$ cat src/rtl/ripple_count_monitor_if.sv
// Bundle between the ripple-counter monitor and its consumer: raw counter bus
// and clear in, settled value and event flags out.
interface ripple_count_monitor_if #(
  parameter int WIDTH  = 4,
  parameter int WRAP_W = 8
);
  logic [WIDTH-1:0]  q_in;
  logic              clr;
  logic [WIDTH-1:0]  count_out;
  logic              valid;
  logic              step;
  logic              wrap;
  logic [WRAP_W-1:0] wrap_count;
  logic              err;
  logic [1:0]        state;

  modport master (output q_in, clr,
                  input  count_out, valid, step, wrap, wrap_count, err, state);
  modport slave  (input  q_in, clr,
                  output count_out, valid, step, wrap, wrap_count, err, state);
endinterface

$ cat src/rtl/ripple_count_monitor.sv
// Synchronizes a rippling counter bus, filters glitches by stability, and
// checks that settled values advance by +1, counting wraps and flagging errors.
module ripple_count_monitor #(
  parameter int WIDTH         = 4,
  parameter int WRAP_W        = 8,
  parameter int STABLE_CYCLES = 2
) (
  input logic clk,
  input logic rst,
  ripple_count_monitor_if.slave bus
);
  typedef enum logic [1:0] {IDLE = 2'd0, TRACK = 2'd1, ERROR = 2'd2} st_t;

  localparam logic [3:0] STAB_MAX = 4'(STABLE_CYCLES);

  st_t               st_q, st_d;
  logic [WIDTH-1:0]  sync1, sync2, prev_q, prev_d;
  logic [3:0]        stab_q, stab_d;
  logic              primed;
  logic [WIDTH-1:0]  cnt_q, cnt_d, inc;
  logic              valid_q, valid_d, step_q, step_d, wrap_q, wrap_d;
  logic              err_q, err_d, accept;
  logic [WRAP_W-1:0] wc_q, wc_d;

  always_ff @(posedge clk or posedge rst) begin
    if (rst) st_q <= IDLE;
    else     st_q <= st_d;
  end

  assign inc = cnt_q + 1'b1;

  always_comb begin
    st_d    = st_q;
    prev_d  = prev_q;
    stab_d  = stab_q;
    cnt_d   = cnt_q;
    valid_d = valid_q;
    step_d  = 1'b0;
    wrap_d  = 1'b0;
    wc_d    = wc_q;
    err_d   = err_q;
    accept  = 1'b0;
    // sync2 still holds its reset value on the first edge, so it is skipped
    if (primed) begin
      prev_d = sync2;
      if (stab_q == 4'd0 || sync2 != prev_q) stab_d = 4'd1;
      else if (stab_q < STAB_MAX)            stab_d = stab_q + 4'd1;
      accept = (stab_d == STAB_MAX) && (sync2 != cnt_q || st_q == IDLE);
    end
    if (accept) begin
      cnt_d = sync2;
      if (st_q == IDLE) begin
        valid_d = 1'b1;
        st_d    = TRACK;
      end else if (sync2 == inc) begin
        step_d = 1'b1;
        if (cnt_q == '1) begin
          wrap_d = 1'b1;
          if (wc_q != '1) wc_d = wc_q + 1'b1;
        end
      end else if (sync2 != '0) begin
        // a jump to zero is an upstream reset and is silently resynced
        err_d = 1'b1;
        st_d  = ERROR;
      end
    end
    if (bus.clr) begin
      st_d    = IDLE;
      stab_d  = 4'd0;
      cnt_d   = '0;
      valid_d = 1'b0;
      step_d  = 1'b0;
      wrap_d  = 1'b0;
      wc_d    = '0;
      err_d   = 1'b0;
    end
  end

  always_ff @(posedge clk or posedge rst) begin
    if (rst) begin
      sync1   <= '0;
      sync2   <= '0;
      primed  <= 1'b0;
      prev_q  <= '0;
      stab_q  <= 4'd0;
      cnt_q   <= '0;
      valid_q <= 1'b0;
      step_q  <= 1'b0;
      wrap_q  <= 1'b0;
      wc_q    <= '0;
      err_q   <= 1'b0;
    end else begin
      sync1   <= bus.q_in;
      sync2   <= sync1;
      primed  <= 1'b1;
      prev_q  <= prev_d;
      stab_q  <= stab_d;
      cnt_q   <= cnt_d;
      valid_q <= valid_d;
      step_q  <= step_d;
      wrap_q  <= wrap_d;
      wc_q    <= wc_d;
      err_q   <= err_d;
    end
  end

  assign bus.count_out  = cnt_q;
  assign bus.valid      = valid_q;
  assign bus.step       = step_q;
  assign bus.wrap       = wrap_q;
  assign bus.wrap_count = wc_q;
  assign bus.err        = err_q;
  assign bus.state      = st_q;
endmodule

$ cat src/flat_wrapper.sv
// flat-port wrapper written by rule: the top's interface ports become plain ports
module ripple_count_monitor_flat 
#(
  parameter int WIDTH         = 4,
  parameter int WRAP_W        = 8,
  parameter int STABLE_CYCLES = 2
)
  (clk, rst, bus_q_in, bus_clr, bus_count_out, bus_valid, bus_step, bus_wrap, bus_wrap_count, bus_err, bus_state);
  ripple_count_monitor_if #(.WIDTH(WIDTH), .WRAP_W(WRAP_W)) bus_i ();
  input logic clk;
  input logic rst;
  input wire logic [$bits(bus_i.q_in)-1:0] bus_q_in;
  input wire logic [$bits(bus_i.clr)-1:0] bus_clr;
  output wire logic [$bits(bus_i.count_out)-1:0] bus_count_out;
  output wire logic [$bits(bus_i.valid)-1:0] bus_valid;
  output wire logic [$bits(bus_i.step)-1:0] bus_step;
  output wire logic [$bits(bus_i.wrap)-1:0] bus_wrap;
  output wire logic [$bits(bus_i.wrap_count)-1:0] bus_wrap_count;
  output wire logic [$bits(bus_i.err)-1:0] bus_err;
  output wire logic [$bits(bus_i.state)-1:0] bus_state;
  assign bus_i.q_in = bus_q_in;
  assign bus_i.clr = bus_clr;
  assign bus_count_out = bus_i.count_out;
  assign bus_valid = bus_i.valid;
  assign bus_step = bus_i.step;
  assign bus_wrap = bus_i.wrap;
  assign bus_wrap_count = bus_i.wrap_count;
  assign bus_err = bus_i.err;
  assign bus_state = bus_i.state;
  ripple_count_monitor #(.WIDTH(WIDTH), .WRAP_W(WRAP_W), .STABLE_CYCLES(STABLE_CYCLES)) u_core (.clk(clk), .rst(rst), .bus(bus_i));
endmodule
$ cat config.mk
export PLATFORM = sky130hd
export DESIGN_NAME = ripple_count_monitor_flat
export DESIGN_NICKNAME = d
export VERILOG_FILES = /design/src/rtl/ripple_count_monitor_if.sv /design/src/rtl/ripple_count_monitor.sv /design/src/flat_wrapper.sv
export SDC_FILE = /design/constraint.sdc
export NUM_CORES = 1
export LEC_CHECK = 0
export BUFFER_PORTS_ARGS = -buffer_cell sky130_fd_sc_hd__buf_4
export CAP_MARGIN = 20
export CORE_ASPECT_RATIO = 0.6
export CORE_MARGIN = 2
export CORE_UTILIZATION = 60
export CTS_CLUSTER_SIZE = 28
export DETAILED_ROUTE_END_ITERATION = 8
export PLACE_DENSITY = 0.85
export SETUP_SLACK_MARGIN = 0.4
export SYNTH_ARGS = -nofsm -noshare
export SYNTH_HDL_FRONTEND = slang
export SYNTH_SLANG_ARGS = --single-unit
$ cat constraint.sdc
create_clock -name clk -period 5.35 [get_ports clk]
set_clock_uncertainty 0.1 [all_clocks]
set_input_delay 0.535 -clock clk [delete_from_list [all_inputs] [get_ports clk]]
set_output_delay 0.535 -clock clk [all_outputs]
set_load 0.01 [all_outputs]
* Yosys cells after proc, flatten, opt, wreduce, memory -nomap -nowiden
Cells that the tools add are included.
** Word-level totals
- ROM bits :: 0
- Bits in registers :: 35
- Bits in writable memories :: 0
- Bits in latches :: 0
- Memories kept :: 0
- Input port bits :: 7
- Logic and storage cells :: 79
** Cells by class
- Multiplexer cells :: 36
- Bitwise logic cells :: 0
- Eq/ne operators :: 9
- Order comparisons :: 1
- Div/mod/pow operators :: 0
- Reductions and logical operators :: 18
- Add/subtract/negate cells :: 3
- $mul :: 0
- Shift operators :: 0
** Operators with widths (count)
- $mux 8 :: 6
- $mux 4 :: 7
- $mux 1 :: 18
- $reduce_bool 2->1 :: 7
- $mux 2 :: 5
- $add 4x1->4 const B :: 2
- $add 8x1->8 const B :: 1
- $ne 4x4->1 :: 2
- $ne 8x8->1 const B :: 1
- $reduce_and 5->1 :: 1
- $eq 4x2->1 const B :: 1
- $eq 4x4->1 :: 1
- $eq 4x4->1 const B :: 1
- $logic_not 4->1 :: 1
- $lt 4x2->1 const B :: 1
- $ne 2x2->1 const B :: 2
- $reduce_and 4->1 :: 1
- $reduce_bool 4->1 :: 1
- $ne 3x2->1 const B :: 1
- $reduce_and 3->1 :: 1
- $reduce_bool 3->1 :: 1
- $logic_not 2->1 :: 1
- $logic_or 1x1->1 :: 2
- $reduce_and 2->1 :: 1
- $logic_and 1x1->1 :: 1

* Depth between registers and ports, before layout
Gate-level depths: netlist of run 1.
- Depth in word-level cells :: 9
- Gate-level depth with buffers :: 9
- Mapped depth without buffers :: 7

* Worst setup path after synthesis of run 1
No wires, ideal clock.
- Kind :: reg2reg
- From :: reg u_core.stab_q[0]
- To :: reg u_core.wc_q[4], in the netlist u_core.bus.wrap_count[4]
- Stages on the path, launching flop included :: 9
- Required time :: 5131 ps
- Setup slack :: 2851 ps
- Data arrival time :: 2280 ps
- Library setup time :: 119 ps
- Cells stage by stage :: dfrtp_1 -> ha_1 -> or4b_1 -> a21oi_1 -> o22ai_2 -> or2_1 -> buf_6 -> o31a_1 -> o21a_1
** On the way
- Word-level cells in the longest chain between the ends :: 9
- Elaborated cells between the ends (all ways) :: 12
** RTL lines
- from (decl) :: RTL line ripple_count_monitor.sv:18 : logic [3:0] stab_q, stab_d;
- from (signal assigned) :: RTL line ripple_count_monitor.sv:97 : stab_q <= stab_d;
- $add 4x1->4, or another cell as far along :: RTL line ripple_count_monitor.sv:47 : else if (stab_q < STAB_MAX) stab_d = stab_q + 4'd1;
- $mux 4 / $logic_or 1x1->1 (equally long branches) :: RTL line ripple_count_monitor.sv:47, ripple_count_monitor.sv:46
- $mux 4 * :: RTL line ripple_count_monitor.sv:46 : if (stab_q == 4'd0 || sync2 != prev_q) stab_d = 4'd1;
- $mux 4 * :: RTL line ripple_count_monitor.sv:44 : if (primed) begin
- $eq 4x2->1 * :: RTL line ripple_count_monitor.sv:48 : accept = (stab_d == STAB_MAX) && (sync2 != cnt_q || st_q == IDLE);
- $logic_and 1x1->1 * :: RTL line ripple_count_monitor.sv:48
- $mux 1 * :: RTL line ripple_count_monitor.sv:44
- $reduce_bool 2->1 (no line) *
- $reduce_and 5->1 (no line) *
- to (signal assigned) :: RTL line ripple_count_monitor.sv:102 : wc_q <= wc_d;
- to (decl) :: RTL line ripple_count_monitor.sv:23 : logic [WRAP_W-1:0] wc_q, wc_d;
Mark *: on every way between the ends. The rest lies on a longest branch, timed or not. The select of a mux whose other input is x is not followed.
A chain may end at the register's enable or synchronous reset.

* Worst setup path after layout of run 1
- From :: reg u_core.stab_q[0]
- To :: reg u_core.st_q[0], in the netlist u_core.bus.state[0]
** On the way
- Word-level cells in the longest chain between the ends :: 9
- Elaborated cells between the ends (all ways) :: 12
** RTL lines
- $add 4x1->4, or another cell as far along :: RTL line ripple_count_monitor.sv:47
- $mux 4 / $logic_or 1x1->1 (equally long branches) :: RTL line ripple_count_monitor.sv:47, ripple_count_monitor.sv:46
- $mux 4 * :: RTL line ripple_count_monitor.sv:46
- $mux 4 * :: RTL line ripple_count_monitor.sv:44
- $eq 4x2->1 * :: RTL line ripple_count_monitor.sv:48
- $logic_and 1x1->1 * :: RTL line ripple_count_monitor.sv:48
- $mux 1 * :: RTL line ripple_count_monitor.sv:44
- $reduce_bool 2->1 (no line) *
- $reduce_and 3->1 (no line) *
- to (signal assigned) :: RTL line ripple_count_monitor.sv:27 : else st_q <= st_d;
- to (decl) :: RTL line ripple_count_monitor.sv:16 : st_t st_q, st_d;
Marked as above.

==> flow_summary_export.csv, run 1 <==
group,metric,value,unit
finish,nNetsFinal,196,
setup_path,crit_fanout,7,
cts,hold_buffers,0,
routing,dr_total_vias,1304,
cts,cts_setup_buffers,0,
routing,route.detailed.drc,0,
place,gp_congestion,0.934,
sta,final_hold_viol_count,0,
synth,synth_most_common_cell,"dfrtp_1",
grt,grt_usage,0.233,
synth,syn_area_per_cell,11.0,µm²
routing,wire_per_inst,15.4,µm
cts,cts_inserted_buffers,5,
synth,synth_top_area_frac,0.498,
synth,synth_cells,160,
synth,synth_area,1760,µm²
synth,syn_nets,171,
power_and_ir_drop,total_power,605,µW
place,placed_area,1930,µm²
floorplan,pin_count,25,
sta,setup_tns,0,ns
grt,antenna_found_initial,0,
synth,synth_area_leader_cell,"dfrtp_1",
grt,grt_pass1_vias,1180,
setup_path,arrival,2.86,ns
cts,htree_levels,2,
power_and_ir_drop,p_comb_frac,0.065,
setup_path,r2r_cells,7,
synth,synthFlopType,"dfrtp_1",
cts,cts_tree,"yes",
routing,dr.pass1.iters,5,
cts,ctsResizeCount,0,
power_and_ir_drop,leakage,0.000936,µW
floorplan,die_height,45.9,µm
synth,synth-seq-cells,35,
setup_path,slowest_delay,0.49,ns
synth,synth-seq-area-share,0.498,
setup_path,rr_startpoint,"u_core.stab_q[0]",
setup_path,start_kind,"flip-flop",
cts,clk_path_buf_depth,2,
finish,area.growth.synth_to_final,17.6,%
floorplan,core,2830,µm²
routing,ant_nets,0,
finish,final_area,2070,µm²
synth,synth_warnings,0,
sta,post-route-period-util,0.520,
floorplan,dieArea,3400,µm²
sta,finalWorstSetupSlack,2.57,ns
sta,finalMaxSlewViolations,0,
setup_path,slowest_stage,"or4b_1",
sta,post-route-min-period,2.78,ns
routing,drt_iter0_markers,128,
power_and_ir_drop,p_int,477,µW
setup_path,worst_setup_path_end_kind,"flip-flop",
cts,clock-sinks,35,
grt,grt.overflow.total,0,
power_and_ir_drop,peakVddDrop,0.264,mV
routing,vias_per_cell,5.72,
grt,grt_first_pass_wirelength,5600,µm
place,pre_cts_slack,2.63,ns
sta,max_clock_freq,359,MHz
cts,cts_root_buf,"clkbuf_8",
cts,clk_pin_slew,0.07,ns
sta,tightestPinTransition,0.523,ns
synth,postSynth.asyncResetShare,1.00,
setup_path,crit_path_cell_trace,"ha_1 -> or4b_1 -> a21oi_1 -> o22ai_2 -> nor2_1 -> nand3_1 -> a32o_1",
power_and_ir_drop,p_seq_frac,0.464,
place,hpwl,2560,µm
finish,finalCoreUtilization,0.730,
power_and_ir_drop,switchingPower,129,µW
synth,ys_top_cells_by_area,"dfrtp_1 50%, xnor2_1 5.0%, buf_6 3.2%, nor2_1 3.2%, a21oi_1 3.1%",
cts,clkLatencyLatePin,0.29,ns
synth,synthTopCellsByCount,"35 x dfrtp_1, 15 x nor2_1, 14 x nand2_1, 11 x a21oi_1, 10 x xnor2_1",
floorplan,row_count,15,
finish,antenna_cells,0,
sta,rsz0062_at_grt,"false",
run,maxCapViolations,0,
power_and_ir_drop,power.share.clock,0.471,
power_and_ir_drop,cellPowerDensity,293,nW/µm²
synth,ys_types,47,
place,port_buffers,24,
grt,grt_max_degree,36,
synth,synth_edf_count,0,
outcome,status,"finished clean",
setup_path,worstSetupPathType,"reg -> reg",
power_and_ir_drop,power_switching_share,0.212,
finish,layout-drive-gt1-share,0.258,
setup_path,cp-startpoint,"u_core.stab_q[0]",
sta,slew_headroom,0.650,
floorplan,die_w,73.9,µm
sta,setup_viol,0,
routing,routed_wl,3520,µm
floorplan,start_util,0.621,
worst_hold_path,hp-class,"in -> async",
setup_path,crit_required,5.43,ns
power by group through the flow:
stage	sequential [µW]	combinational, µW	clock, µW
floorplan	282	35.5	0
global placement	285	37.9	0
detailed placement	286	39.7	0
CTS	281	39.8	288
global route	281	43.4	300
finish	281	39.1	285
sequential cells by signal, summed over array words and instances, names as in the netlist:
signal                 cells
u_core.bus.count_out       4
u_core.bus.err             1
u_core.bus.state           2
u_core.bus.step            1
u_core.bus.valid           1
u_core.bus.wrap            1
u_core.bus.wrap_count      8
u_core.prev_q              4
u_core.primed              1
u_core.stab_q              4
u_core.sync1               4
u_core.sync2               4
metal layers:
layer	track usage	vias to the layer above	part of all wire
li1	-	603	-
met1	0.317	643	0.46
met2	0.343	49	0.44
met3	0.0774	9	0.073
met4	0.105	0	0.020
met5	0	-	0
kinds of logic (layout without fill, tap and decap cells):
logic type,Yosys count,after routing,synth area share
muxes,5,5,0.0313
AOI/OAI and AO/OA,26,26,0.104
buffers and inverters,14,40,0.0533
DFF,35,35,0.498
other,1,1,0.00213
xor gates and xnor gates,14,14,0.0889
adders and majority gates,4,4,0.0285
and+or+nand+nor,61,61,0.194
cells in the final DEF, fill, tap and decap left out, types with 2 or more instances in the layout:
cell type,n
buf_4,25
bufinv_16,2
mux2_2,4
nand3_1,7
ha_1,4
nor2b_1,2
inv_1,7
dfrtp_1,35
xnor2_2,2
clkbuf_8,5
nor2_1,15
and2_1,2
a221oi_1,2
nand2_1,14
or3_1,2
nor3_1,2
o21a_1,3
a21oi_1,11
and3_1,4
xnor2_1,10
path summary, 6_finish.rpt:
kind,end,slack (ns)
worst max-delay path,u_core.bus.state[0],2.57
worst min-delay path,u_core.bus.count_out[0],0.24
worst max register to register,u_core.bus.state[0],2.57
worst min register to register,u_core.sync2[2],0.25
max in group asynchronous,u_core.bus.wrap,4.61
min in group clk,u_core.sync1[2],0.24
per-stage QoR:
step,hold slack (ns),std cells
after floorplan,0.231,160
after global placement,0.233,220
after detailed placement,0.237,220
after CTS,0.241,228
after global routing,0.233,228
final,0.236,228
worst max-delay path: cells and delay by family (launching register included):
kind / cells / cell delay, ns
flip-flops: 1 / 0.44
AND/OR/NAND/NOR: 3 / 1.17
AO/OA/AOI/OAI: 3 / 0.73
adder cells (fa/ha/maj): 1 / 0.23
final cells by class:
class | instances | area (µm²)
flip-flops and latches | 35 | 876
multi-input cells | 111 | 790
fillers | 209 | 766
repair buffers | 25 | 188
clock buffers | 5 | 68.8
clock inverters | 3 | 67.6
well taps | 42 | 52.6
inverters | 7 | 26.3
Power figures use the tool's default switching activity.
==> inputs of run 2 (changes only) <==
- CORE_UTILIZATION: 60 -> 51
- PLACE_DENSITY: 0.85 -> 0.77
- clock period: 5.35 -> 2.35 ns (I/O delays scaled with it)
==> flow_summary_export.csv, run 2 (same netlist as run 1, synthesis figures left out) <==
group,metric,value,unit
routing,wire_per_inst,16.4,µm
setup_path,worstSetupPathType,"reg -> reg",
power_and_ir_drop,p_int,927,µW
floorplan,pin_count,25,
finish,area.growth.synth_to_final,40.3,%
place,gp_congestion,0.875,
worst_hold_path,hp-class,"in -> reg",
place,dp.cells,237,
setup_path,worst_setup_path_end_kind,"flip-flop",
sta,final_hold_viol_count,0,
cts,clk_path_buf_depth,2,
power_and_ir_drop,p_seq_frac,0.507,
place,pre_cts_slack,-0.0368,ns
finish,largest_reg_flops,8,
outcome,status,"finished clean",
grt,antenna_found_initial,0,
place,hpwl,2760,µm
finish,finalCoreUtilization,0.752,
cts,htree_levels,2,
grt,grt_max_degree,36,
setup_path,slowest_stage,"or4b_4",
setup_path,start_kind,"flip-flop",
routing,vias_per_cell,5.38,
cts,cts_tree,"yes",
power_and_ir_drop,switchingPower,319,µW
finish,final_area,2470,µm²
finish,finalNonFillerCells,257,
finish,final_common_cell,"buf_4",
floorplan,die_w,79.8,µm
place,placed_area,2050,µm²
grt,grt_pass1_vias,1345,
sta,rsz0062_at_grt,"true",
routing,route.detailed.drc,0,
power_and_ir_drop,power_switching_share,0.256,
grt,grt_usage,0.228,
sta,finalWorstSetupSlack,0.0696,ns
routing,drt_iter0_markers,93,
finish,nNetsFinal,222,
sta,post-route-min-period,2.28,ns
floorplan,die_height,49.5,µm
power_and_ir_drop,leakage,0.00108,µW
cts,cts_root_buf,"clkbuf_8",
floorplan,start_util,0.536,
floorplan,row_count,16,
power_and_ir_drop,total_power,1250,µW
power_and_ir_drop,power.share.clock,0.381,
cts,clkLatencyLatePin,0.29,ns
cts,clk_pin_slew,0.08,ns
sta,setup_viol,0,
finish,final_cell_mix,"40 x buf_4, 34 x dfrtp_1, 14 x nor2_1, 10 x nand2_1, 9 x xnor2_1",
grt,grt_first_pass_wirelength,6660,µm
setup_path,slowest_delay,0.50,ns
setup_path,crit_fanout,5,
floorplan,dieArea,3950,µm²
setup_path,crit_path_cell_trace,"ha_2 -> or4b_4 -> a21oi_4 -> o22ai_4 -> or2_4 -> o31a_1 -> o21a_1",
sta,max_clock_freq,439,MHz
power_and_ir_drop,cellPowerDensity,505,nW/µm²
cts,cts_inserted_buffers,5,
floorplan,core,3280,µm²
routing,dr.pass1.iters,4,
sta,finalMaxSlewViolations,0,
power_and_ir_drop,p_comb_frac,0.112,
place,port_buffers,24,
routing,routed_wl,4220,µm
finish,layout-drive-gt1-share,0.467,
routing,ant_nets,0,
finish,fill_cells,221,
setup_path,arrival,2.36,ns
sta,post-route-period-util,0.970,
run,maxCapViolations,0,
finish,antenna_cells,0,
power_and_ir_drop,peakVddDrop,0.442,mV
routing,dr_total_vias,1383,
cts,clock-sinks,35,
grt,grt.overflow.total,0,
setup_path,crit_required,2.43,ns
[run 2: cell types whose count changed in the layout (fill, tap and decap cells not counted), sizes merged]
cell	change
buf	+21
clkinv	+1
dlygate4sd3	+5
clkbuf	+1
bufinv	-2
[run 2: metrics by stage]
step | hold WS (ns) | TNS (ns)
floorplan | 0.166 | -0.102
global placement | 0.232 | 0
detailed placement | 0.236 | -0.0368
CTS | 0.149 | 0
global route | 0.181 | 0
finish | 0.167 | 0
[run 2: cell type report]
| type | instances | area (µm²) | share of cell area |
|---|---|---|---|
| Multi-Input combinational cell | 111 | 988 | 0.400 |
| Sequential cell | 35 | 877 | 0.355 |
| Clock buffer | 6 | 82.6 | 0.0335 |
| Timing Repair Buffer | 51 | 422 | 0.171 |
| Clock inverter | 2 | 16.3 | 0.00659 |
| Inverter | 7 | 26.3 | 0.0106 |
| Tap cell | 45 | 56.3 | 0.0228 |
[run 2: worst paths after layout]
check                            startpoint                        to  slack (ns)  cells past startpoint
max reg2reg                u_core.stab_q[1]  u_core.bus.wrap_count[4]        0.07                      7
max                        u_core.stab_q[1]  u_core.bus.wrap_count[4]        0.07                      7
min                                 bus_clr   u_core.bus.count_out[2]        0.17                      2
min in group asynchronous               rst  u_core.bus.wrap_count[0]        0.51                      4
min reg2reg                 u_core.sync1[1]           u_core.sync2[1]        0.25                      0
max in group asynchronous               rst           u_core.sync2[2]        1.31                      4
[run 2: critical path, delay by kind of cell, from the launching register on]
family | cells | cell delay (ns)
AOI/OAI and AO/OA | 4 | 0.70
adders and majority gates | 1 | 0.19
DFF | 1 | 0.41
and+or+nand+nor | 2 | 0.77
[run 2: power by group through the flow]
stage                     Clock (µW)  Sequential, µW  Combinational (µW)
after floorplan                    0             641                83.0
after global placement             0             642                 107
after detailed placement           0             643                 113
after CTS                        478             632                 130
after global routing             503             634                 151
final                            474             632                 139
[run 2: layer usage]
metal / up-vias / part of all wire / global-route usage
li1: 659 / - / -
met3: 4 / 0.041 / 0.0549
met2: 30 / 0.47 / 0.361
met5: - / 0 / 0
met4: 0 / 0.0078 / 0.0593
met1: 690 / 0.48 / 0.317
[run 2: timing repair]
item,CTS,global route
hold buffers,5,0
setup endpoints to repair,18,18
pin swaps,12,11
hold endpoints to repair,39,0
gates resized for setup,23,21
buffers inserted,3,4
